<file path="src/rtl/sram_arb_pkg.sv">
`default_nettype none
// ============================================================================
// Package  : sram_arb_pkg
// Purpose  : Shared types and constants for the SRAM round-robin arbiter.
// Revision : 1.0 - initial release
// ============================================================================
package sram_arb_pkg;

    typedef enum logic [1:0] {
        IDLE  = 2'd0,
        ISSUE = 2'd1,
        WAIT  = 2'd2,
        RESP  = 2'd3
    } arb_state_t;

    localparam int NUM_REQ = 2;

    // With two ports, round-robin reduces to "the port that did not win last".
    function automatic logic other_port(input logic port);
        return ~port;
    endfunction

endpackage : sram_arb_pkg
`default_nettype wire

</file>
<file path="src/rtl/sram_arbiter_if.sv">
`default_nettype none
// ============================================================================
// Interface : sram_arbiter_if
// Purpose   : Valid/ready memory bus used by the requesters and by the SRAM.
// Revision  : 1.0 - initial release
// ============================================================================
interface sram_arbiter_if #(
    parameter int ADDR_W = 32,
    parameter int DATA_W = 32
);

    logic                  valid;
    logic [ADDR_W-1:0]     addr;
    logic [DATA_W-1:0]     wdata;
    logic [DATA_W/8-1:0]   wstrb;
    logic [DATA_W-1:0]     rdata;
    logic                  ready;

    modport master (
        output valid,
        output addr,
        output wdata,
        output wstrb,
        input  rdata,
        input  ready
    );

    modport slave (
        input  valid,
        input  addr,
        input  wdata,
        input  wstrb,
        output rdata,
        output ready
    );

endinterface : sram_arbiter_if
`default_nettype wire

</file>
<file path="src/rtl/sram_arb_rr.sv">
`default_nettype none
// ============================================================================
// Module   : sram_arb_rr
// Purpose  : Combinational 2-way round-robin picker.
// Revision : 1.0 - initial release
// ============================================================================
module sram_arb_rr
    import sram_arb_pkg::*;
(
    input  logic [NUM_REQ-1:0] valid_i,
    input  logic               last_grant_i,
    output logic               grant_idx_o,
    output logic               any_o
);

    always_comb begin
        any_o       = |valid_i;
        grant_idx_o = 1'b0;
        case (valid_i)
            2'b01:   grant_idx_o = 1'b0;
            2'b10:   grant_idx_o = 1'b1;
            2'b11:   grant_idx_o = other_port(last_grant_i);
            default: grant_idx_o = 1'b0;
        endcase
    end

endmodule : sram_arb_rr
`default_nettype wire

</file>
<file path="src/rtl/sram_arbiter.sv">
`default_nettype none
// ============================================================================
// Module   : sram_arbiter
// Purpose  : Shares a single-port SRAM between instruction fetch (req0) and
//            load/store (req1); one access in flight, 1-cycle ready per port.
//            Define SRAM_ARB_PERF_EN to add grant/conflict counters.
// Revision : 1.0 - initial release
// ============================================================================
module sram_arbiter
    import sram_arb_pkg::*;
#(
    parameter int ADDR_W = 32,
    parameter int DATA_W = 32
) (
    input  logic           clk,
    input  logic           rst,
    sram_arbiter_if.slave  req0,
    sram_arbiter_if.slave  req1,
    sram_arbiter_if.master mem
`ifdef SRAM_ARB_PERF_EN
    ,
    output logic [31:0]    grant0_cnt,
    output logic [31:0]    grant1_cnt,
    output logic [31:0]    conflict_cnt
`endif
);

    localparam int STRB_W = DATA_W / 8;

    arb_state_t          state_q, state_d;
    logic                last_grant_q, last_grant_d;
    logic                winner_q, winner_d;

    logic                mem_valid_q, mem_valid_d;
    logic [ADDR_W-1:0]   mem_addr_q, mem_addr_d;
    logic [DATA_W-1:0]   mem_wdata_q, mem_wdata_d;
    logic [STRB_W-1:0]   mem_wstrb_q, mem_wstrb_d;

    logic [DATA_W-1:0]   rdata0_q, rdata0_d;
    logic [DATA_W-1:0]   rdata1_q, rdata1_d;
    logic                ready0_q, ready0_d;
    logic                ready1_q, ready1_d;

    logic [NUM_REQ-1:0]  w_req_valid;
    logic                w_grant;
    logic                w_any;

    assign w_req_valid = {req1.valid, req0.valid};

    sram_arb_rr u_rr (
        .valid_i      (w_req_valid),
        .last_grant_i (last_grant_q),
        .grant_idx_o  (w_grant),
        .any_o        (w_any)
    );

    always_ff @(posedge clk) begin
        if (rst) begin
            state_q      <= IDLE;
            last_grant_q <= 1'b1;
            winner_q     <= 1'b0;
            mem_valid_q  <= 1'b0;
            mem_addr_q   <= '0;
            mem_wdata_q  <= '0;
            mem_wstrb_q  <= '0;
            rdata0_q     <= '0;
            rdata1_q     <= '0;
            ready0_q     <= 1'b0;
            ready1_q     <= 1'b0;
        end else begin
            state_q      <= state_d;
            last_grant_q <= last_grant_d;
            winner_q     <= winner_d;
            mem_valid_q  <= mem_valid_d;
            mem_addr_q   <= mem_addr_d;
            mem_wdata_q  <= mem_wdata_d;
            mem_wstrb_q  <= mem_wstrb_d;
            rdata0_q     <= rdata0_d;
            rdata1_q     <= rdata1_d;
            ready0_q     <= ready0_d;
            ready1_q     <= ready1_d;
        end
    end

    // The mem_* request registers are only loaded in IDLE, so they hold
    // steady for the whole ISSUE..RESP window.
    always_comb begin
        state_d      = state_q;
        last_grant_d = last_grant_q;
        winner_d     = winner_q;
        mem_valid_d  = mem_valid_q;
        mem_addr_d   = mem_addr_q;
        mem_wdata_d  = mem_wdata_q;
        mem_wstrb_d  = mem_wstrb_q;
        rdata0_d     = rdata0_q;
        rdata1_d     = rdata1_q;
        ready0_d     = ready0_q;
        ready1_d     = ready1_q;

        case (state_q)
            IDLE: begin
                if (w_any) begin
                    winner_d     = w_grant;
                    last_grant_d = w_grant;
                    mem_valid_d  = 1'b1;
                    mem_addr_d   = w_grant ? req1.addr  : req0.addr;
                    mem_wdata_d  = w_grant ? req1.wdata : req0.wdata;
                    mem_wstrb_d  = w_grant ? req1.wstrb : req0.wstrb;
                    state_d      = ISSUE;
                end
            end
            ISSUE: begin
                mem_valid_d = 1'b0;
                state_d     = WAIT;
            end
            WAIT: begin
                if (mem.ready) begin
                    if (winner_q) begin
                        rdata1_d = mem.rdata;
                        ready1_d = 1'b1;
                    end else begin
                        rdata0_d = mem.rdata;
                        ready0_d = 1'b1;
                    end
                    state_d = RESP;
                end
            end
            RESP: begin
                ready0_d = 1'b0;
                ready1_d = 1'b0;
                state_d  = IDLE;
            end
            default: begin
                state_d = IDLE;
            end
        endcase
    end

    assign mem.valid  = mem_valid_q;
    assign mem.addr   = mem_addr_q;
    assign mem.wdata  = mem_wdata_q;
    assign mem.wstrb  = mem_wstrb_q;

    assign req0.rdata = rdata0_q;
    assign req0.ready = ready0_q;
    assign req1.rdata = rdata1_q;
    assign req1.ready = ready1_q;

`ifdef SRAM_ARB_PERF_EN
    logic [NUM_REQ-1:0]  w_served;
    logic                w_conflict;
    logic                w_grant_evt;
    logic [31:0]         grant0_cnt_q;
    logic [31:0]         grant1_cnt_q;
    logic [31:0]         conflict_cnt_q;

    // A port counts as served from its grant cycle through its RESP cycle.
    always_comb begin
        w_grant_evt = (state_q == IDLE) && w_any;
        w_served    = '0;
        if (state_q == IDLE) begin
            if (w_any) begin
                w_served[w_grant] = 1'b1;
            end
        end else begin
            w_served[winner_q] = 1'b1;
        end
        w_conflict = |(w_req_valid & ~w_served);
    end

    always_ff @(posedge clk) begin
        if (rst) begin
            grant0_cnt_q   <= '0;
            grant1_cnt_q   <= '0;
            conflict_cnt_q <= '0;
        end else begin
            if (w_grant_evt && !w_grant) begin
                grant0_cnt_q <= grant0_cnt_q + 32'd1;
            end
            if (w_grant_evt && w_grant) begin
                grant1_cnt_q <= grant1_cnt_q + 32'd1;
            end
            if (w_conflict) begin
                conflict_cnt_q <= conflict_cnt_q + 32'd1;
            end
        end
    end

    assign grant0_cnt   = grant0_cnt_q;
    assign grant1_cnt   = grant1_cnt_q;
    assign conflict_cnt = conflict_cnt_q;
`else
    // Counters absent; core behaviour is unchanged.
`endif

endmodule : sram_arbiter
`default_nettype wire

</file>
<file path="src/flat_wrapper.sv">
// flat-port wrapper written by rule: the top's interface ports become plain ports
module sram_arbiter_flat import sram_arb_pkg::*;
#(
    parameter int ADDR_W = 32,
    parameter int DATA_W = 32
)
  (clk, rst, req0_valid, req0_addr, req0_wdata, req0_wstrb, req0_rdata, req0_ready, req1_valid, req1_addr, req1_wdata, req1_wstrb, req1_rdata, req1_ready, mem_valid, mem_addr, mem_wdata, mem_wstrb, mem_rdata, mem_ready);
  sram_arbiter_if #(.ADDR_W(ADDR_W), .DATA_W(DATA_W)) req0_i ();
  sram_arbiter_if #(.ADDR_W(ADDR_W), .DATA_W(DATA_W)) req1_i ();
  sram_arbiter_if #(.ADDR_W(ADDR_W), .DATA_W(DATA_W)) mem_i ();
  input  logic clk;
  input  logic rst;
  input wire logic [$bits(req0_i.valid)-1:0] req0_valid;
  input wire logic [$bits(req0_i.addr)-1:0] req0_addr;
  input wire logic [$bits(req0_i.wdata)-1:0] req0_wdata;
  input wire logic [$bits(req0_i.wstrb)-1:0] req0_wstrb;
  output wire logic [$bits(req0_i.rdata)-1:0] req0_rdata;
  output wire logic [$bits(req0_i.ready)-1:0] req0_ready;
  input wire logic [$bits(req1_i.valid)-1:0] req1_valid;
  input wire logic [$bits(req1_i.addr)-1:0] req1_addr;
  input wire logic [$bits(req1_i.wdata)-1:0] req1_wdata;
  input wire logic [$bits(req1_i.wstrb)-1:0] req1_wstrb;
  output wire logic [$bits(req1_i.rdata)-1:0] req1_rdata;
  output wire logic [$bits(req1_i.ready)-1:0] req1_ready;
  output wire logic [$bits(mem_i.valid)-1:0] mem_valid;
  output wire logic [$bits(mem_i.addr)-1:0] mem_addr;
  output wire logic [$bits(mem_i.wdata)-1:0] mem_wdata;
  output wire logic [$bits(mem_i.wstrb)-1:0] mem_wstrb;
  input wire logic [$bits(mem_i.rdata)-1:0] mem_rdata;
  input wire logic [$bits(mem_i.ready)-1:0] mem_ready;
  assign req0_i.valid = req0_valid;
  assign req0_i.addr = req0_addr;
  assign req0_i.wdata = req0_wdata;
  assign req0_i.wstrb = req0_wstrb;
  assign req0_rdata = req0_i.rdata;
  assign req0_ready = req0_i.ready;
  assign req1_i.valid = req1_valid;
  assign req1_i.addr = req1_addr;
  assign req1_i.wdata = req1_wdata;
  assign req1_i.wstrb = req1_wstrb;
  assign req1_rdata = req1_i.rdata;
  assign req1_ready = req1_i.ready;
  assign mem_valid = mem_i.valid;
  assign mem_addr = mem_i.addr;
  assign mem_wdata = mem_i.wdata;
  assign mem_wstrb = mem_i.wstrb;
  assign mem_i.rdata = mem_rdata;
  assign mem_i.ready = mem_ready;
  sram_arbiter #(.ADDR_W(ADDR_W), .DATA_W(DATA_W)) u_core (.clk(clk), .rst(rst), .req0(req0_i), .req1(req1_i), .mem(mem_i));
endmodule
</file>
<file path="config.mk">
export PLATFORM = sky130hd
export DESIGN_NAME = sram_arbiter_flat
export DESIGN_NICKNAME = d
export VERILOG_FILES = /design/src/rtl/sram_arb_pkg.sv /design/src/rtl/sram_arbiter_if.sv /design/src/rtl/sram_arb_rr.sv /design/src/rtl/sram_arbiter.sv /design/src/flat_wrapper.sv
export SDC_FILE = /design/constraint.sdc
export NUM_CORES = 1
export LEC_CHECK = 0
export BUFFER_PORTS_ARGS = -buffer_cell sky130_fd_sc_hd__buf_4
export CAP_MARGIN = 0
export CORE_AREA = 2 2 120 122
export CTS_BUF_LIST = sky130_fd_sc_hd__clkbuf_8
export DETAILED_ROUTE_END_ITERATION = 8
export DIE_AREA = 0 0 122 124
export PLACE_DENSITY = 0.74
export SYNTH_ARGS = -nofsm -noshare
export SYNTH_HDL_FRONTEND = slang
export SYNTH_SLANG_ARGS = --single-unit
</file>
<file path="constraint.sdc">
create_clock -name clk -period 2.2 [get_ports clk]
set_input_delay 0.11 -clock clk [delete_from_list [all_inputs] [get_ports clk]]
set_output_delay 0.11 -clock clk [all_outputs]
set_load 0.02 [all_outputs]
</file>
==> results.cfg <==
[run_status]
outcome = completed

[global_route]
antenna_found_initial = 1
grtUsageTotal_pct = 28.5
gr-total-overflow = 0
grt_max_degree = 70
grt_pass1_wl_mm = 33.5
grt_pass1_vias = 6691

[synthesis]
yosysWarnings = 0
synth_fp_nets = 883
syn-instance-count = 705
synth.distinct_cells = 28
avgSynthCellArea_um2 = 7.90
yosysSeqAreaShare_pct = 50.0
synth.cell_area_mm2 = 0.00557
synth.ff_latch_count = 139

[cells_and_area]
mostFrequentLayoutCells = buf_4 (316), nand2_1 (196), dlygate4sd3_1 (152), dfxtp_1 (139), a21oi_1 (135)
seqCellArea_mm2 = 0.00278
layout_commonest_cell = buf_4
area_growth_pct = 79.6
nets = 1316
multi_input_area_mm2 = 0.00254
num-fill-cells = 955
drive_gt1_share_pct = 32.3

[floorplanning]
num_rows = 43
die_y_um = 124
fp.dieW_um = 122
initial_core_util_pct = 40.6
design.die.area_mm2 = 0.0151
core_mm2 = 0.0137
pin_count = 308

[timing]
fin_crit_ns = 2.11
fin_crit_sh_pct = 96.0
skew_ns = 0.0142
holdWs_ns = 0.0175
max_slew_margin_pct = 38.2
setup_viol = 0
max_clock_freq_ghz = 0.473
finalHoldViolations = 0
slew_viol_final = 0
grt_setup_unrepaired = no
fin_tns_setup_ns = 0
worstMarginPinSlew_ns = 0.927

[routing]
drt-vias-per-instance = 5.22
dr.first_iter.drc_count = 564
avgRoutedWirePerCell_um = 17.3
drc = 0
postRouteAntennaNets = 0
routed_wirelength_mm = 23.0
vias = 6942
first_pass_iters = 5

[pwr]
pwr_density_cell_mw_per_mm2 = 1040
p_int_w = 0.00635
p_leak_nw = 4.48
p_seq_share_pct = 33.0
ir_drop_mv = 0.728
power_switching_w = 0.00400
combPwrFrac_pct = 46.1
switching_share_pct = 38.7
clkPwrFrac_pct = 21.0

[cts]
cts.path.max_buffers = 2
clk_pin_slew_worst_paths_ns = 0.08
cts_sinks = 139
cts_tree = done
htreeDepth = 4
cts_buffers = 17
root_buffer = clkbuf_8
clock_latency_ns = 0.45

[critical_path]
crit_buf_inv = 3
cp_slowest_stage_delay_ns = 0.61
slowest_stage = dlygate4sd3_1
worstPathRequired_ns = 2.60
start_kind = flip-flop
worstSetupPathType = flip-flop to flip-flop
regToRegSetupSlack_ns = 0.09
worstSetupEndpointType = flip-flop
path_cells = inv_1 -> ha_4 -> o21a_4 -> buf_12 -> nor2_1 -> a211oi_1 -> dlygate4sd3_1
cp_top_family = buffers and inverters
crit_fanout = 18
arrival_ns = 2.51

[placement]
numPortBuffers = 307
place_hpwl_mm = 13.2
gp_congestion = 0.789

[min_path]
min_path_type = primary input to flip-flop

[run]
cap_violations = 0
[power groups by stage]
stage / clock network, W / registers (W) / logic (W)
after floorplan: 0 / 0.00404 / 0.00178
final: 0.00217 / 0.00342 / 0.00477
after detailed placement: 0 / 0.00344 / 0.00398
after global placement: 0 / 0.00343 / 0.00393
after CTS: 0.00219 / 0.00339 / 0.00439
after global routing: 0.00230 / 0.00347 / 0.00509
[per-layer routing]
metal  up-vias  track usage (%)  routed length (um)
met5         -                0                   0
met4         0             14.0                 940
met3        80             10.3                2270
met2       384             49.3               11300
met1      3231             31.0                8500
li1       3247                -                   -
[worst paths after layout]
path	startpoint	endpoint	cells past startpoint
worst min register to register	u_core.req0.rdata[28]	u_core.req0.rdata[28]	2
worst min-delay path	req1_wdata[31]	u_core.mem.wdata[31]	3
worst max-delay path	u_core.state_q[0]	u_core.mem.addr[30]	7
worst max register to register	u_core.state_q[0]	u_core.mem.addr[30]	7
[per-stage QoR]
| step | power (W) | util, % | area (um2) | worst slack, ns | std cells |
|---|---|---|---|---|---|
| after floorplan | 0.00582 | - | 5570 | 0.625 | 705 |
| after global placement | 0.00736 | 58.2 | 7990 | 0.462 | 1144 |
| after detailed placement | 0.00742 | 58.2 | 7990 | 0.380 | 1144 |
| after CTS | 0.00997 | 72.3 | 9920 | 0.0303 | 1327 |
| after global routing | 0.0109 | 72.9 | 10000 | 0.0536 | 1330 |
| final | 0.0104 | 72.9 | 10000 | 0.0870 | 1331 |
[sequential cells by signal, indices dropped and copies added (netlist names)]
register	count
u_core.req1.ready	1
u_core.mem.wstrb	4
u_core.winner_q	1
u_core.req0.rdata	32
u_core.req1.rdata	32
u_core.req0.ready	1
u_core.mem.wdata	32
u_core.mem.addr	32
u_core.mem.valid	1
u_core.last_grant_q	1
u_core.state_q	2
[worst min-delay path: cells and delay by family]
kind                   cells  cell delay (ns)
buffers and inverters      1             0.11
AO/OA/AOI/OAI              2             0.20
[Yosys cell counts]
| library cell | count | share of area, % |
|---|---|---|
| o21ai_2 | 1 | 0.16 |
| a21oi_1 | 135 | 12 |
| dfxtp_1 | 139 | 50 |
| buf_2 | 18 | 1.6 |
| mux2i_1 | 1 | 0.18 |
| nor4bb_1 | 1 | 0.18 |
| a211oi_2 | 10 | 2.2 |
| ha_1 | 5 | 1.1 |
| nor2_1 | 72 | 4.9 |
| a21boi_0 | 1 | 0.13 |
| or2_2 | 1 | 0.11 |
| a21boi_2 | 1 | 0.20 |
| a21bo_2 | 1 | 0.18 |
| nand2b_1 | 3 | 0.34 |
| a31oi_1 | 2 | 0.22 |
| buf_4 | 7 | 0.94 |
| a211oi_1 | 59 | 8.0 |
| nand3_1 | 3 | 0.27 |
| o21a_1 | 2 | 0.27 |
| and3_1 | 1 | 0.11 |
| a22oi_1 | 1 | 0.13 |
| nand2_1 | 196 | 13 |
| and3b_1 | 1 | 0.16 |
| inv_1 | 3 | 0.20 |
| or3b_2 | 1 | 0.16 |
| nand4b_1 | 1 | 0.16 |
| clkbuf_1 | 37 | 2.5 |
| nand3b_1 | 2 | 0.27 |
[cell type report]
type                            count  share of cell area [%]
Antenna cell                        1                  0.0250
Clock buffer                       19                    2.61
Clock inverter                     12                    1.46
Inverter                            3                   0.113
Multi-Input combinational cell    502                    25.4
Sequential cell                   139                    27.8
Tap cell                          180                    2.25
Timing Repair Buffer              475                    40.3
[repair_timing]
item                                    in CTS  in global routing
hold buffers                               152                  0
gates resized for setup                      0                  4
setup buffers                                0                  0
endpoints found under the setup margin       0                 23
hold endpoints to repair                   133                  0
[cells by family (layout without fill, tap and decap cells)]
logic type	after synthesis	after routing	share of synthesized area, %
multiplexers	1	1	0.180
other	0	1	0
adder cells (fa/ha/maj)	5	5	1.12
flip-flops	139	139	50.0
AO/OA/AOI/OAI	213	214	23.6
buffers and inverters	65	509	5.26
AND/OR/NAND/NOR	282	282	19.8
Power figures use the tool's default switching activity.
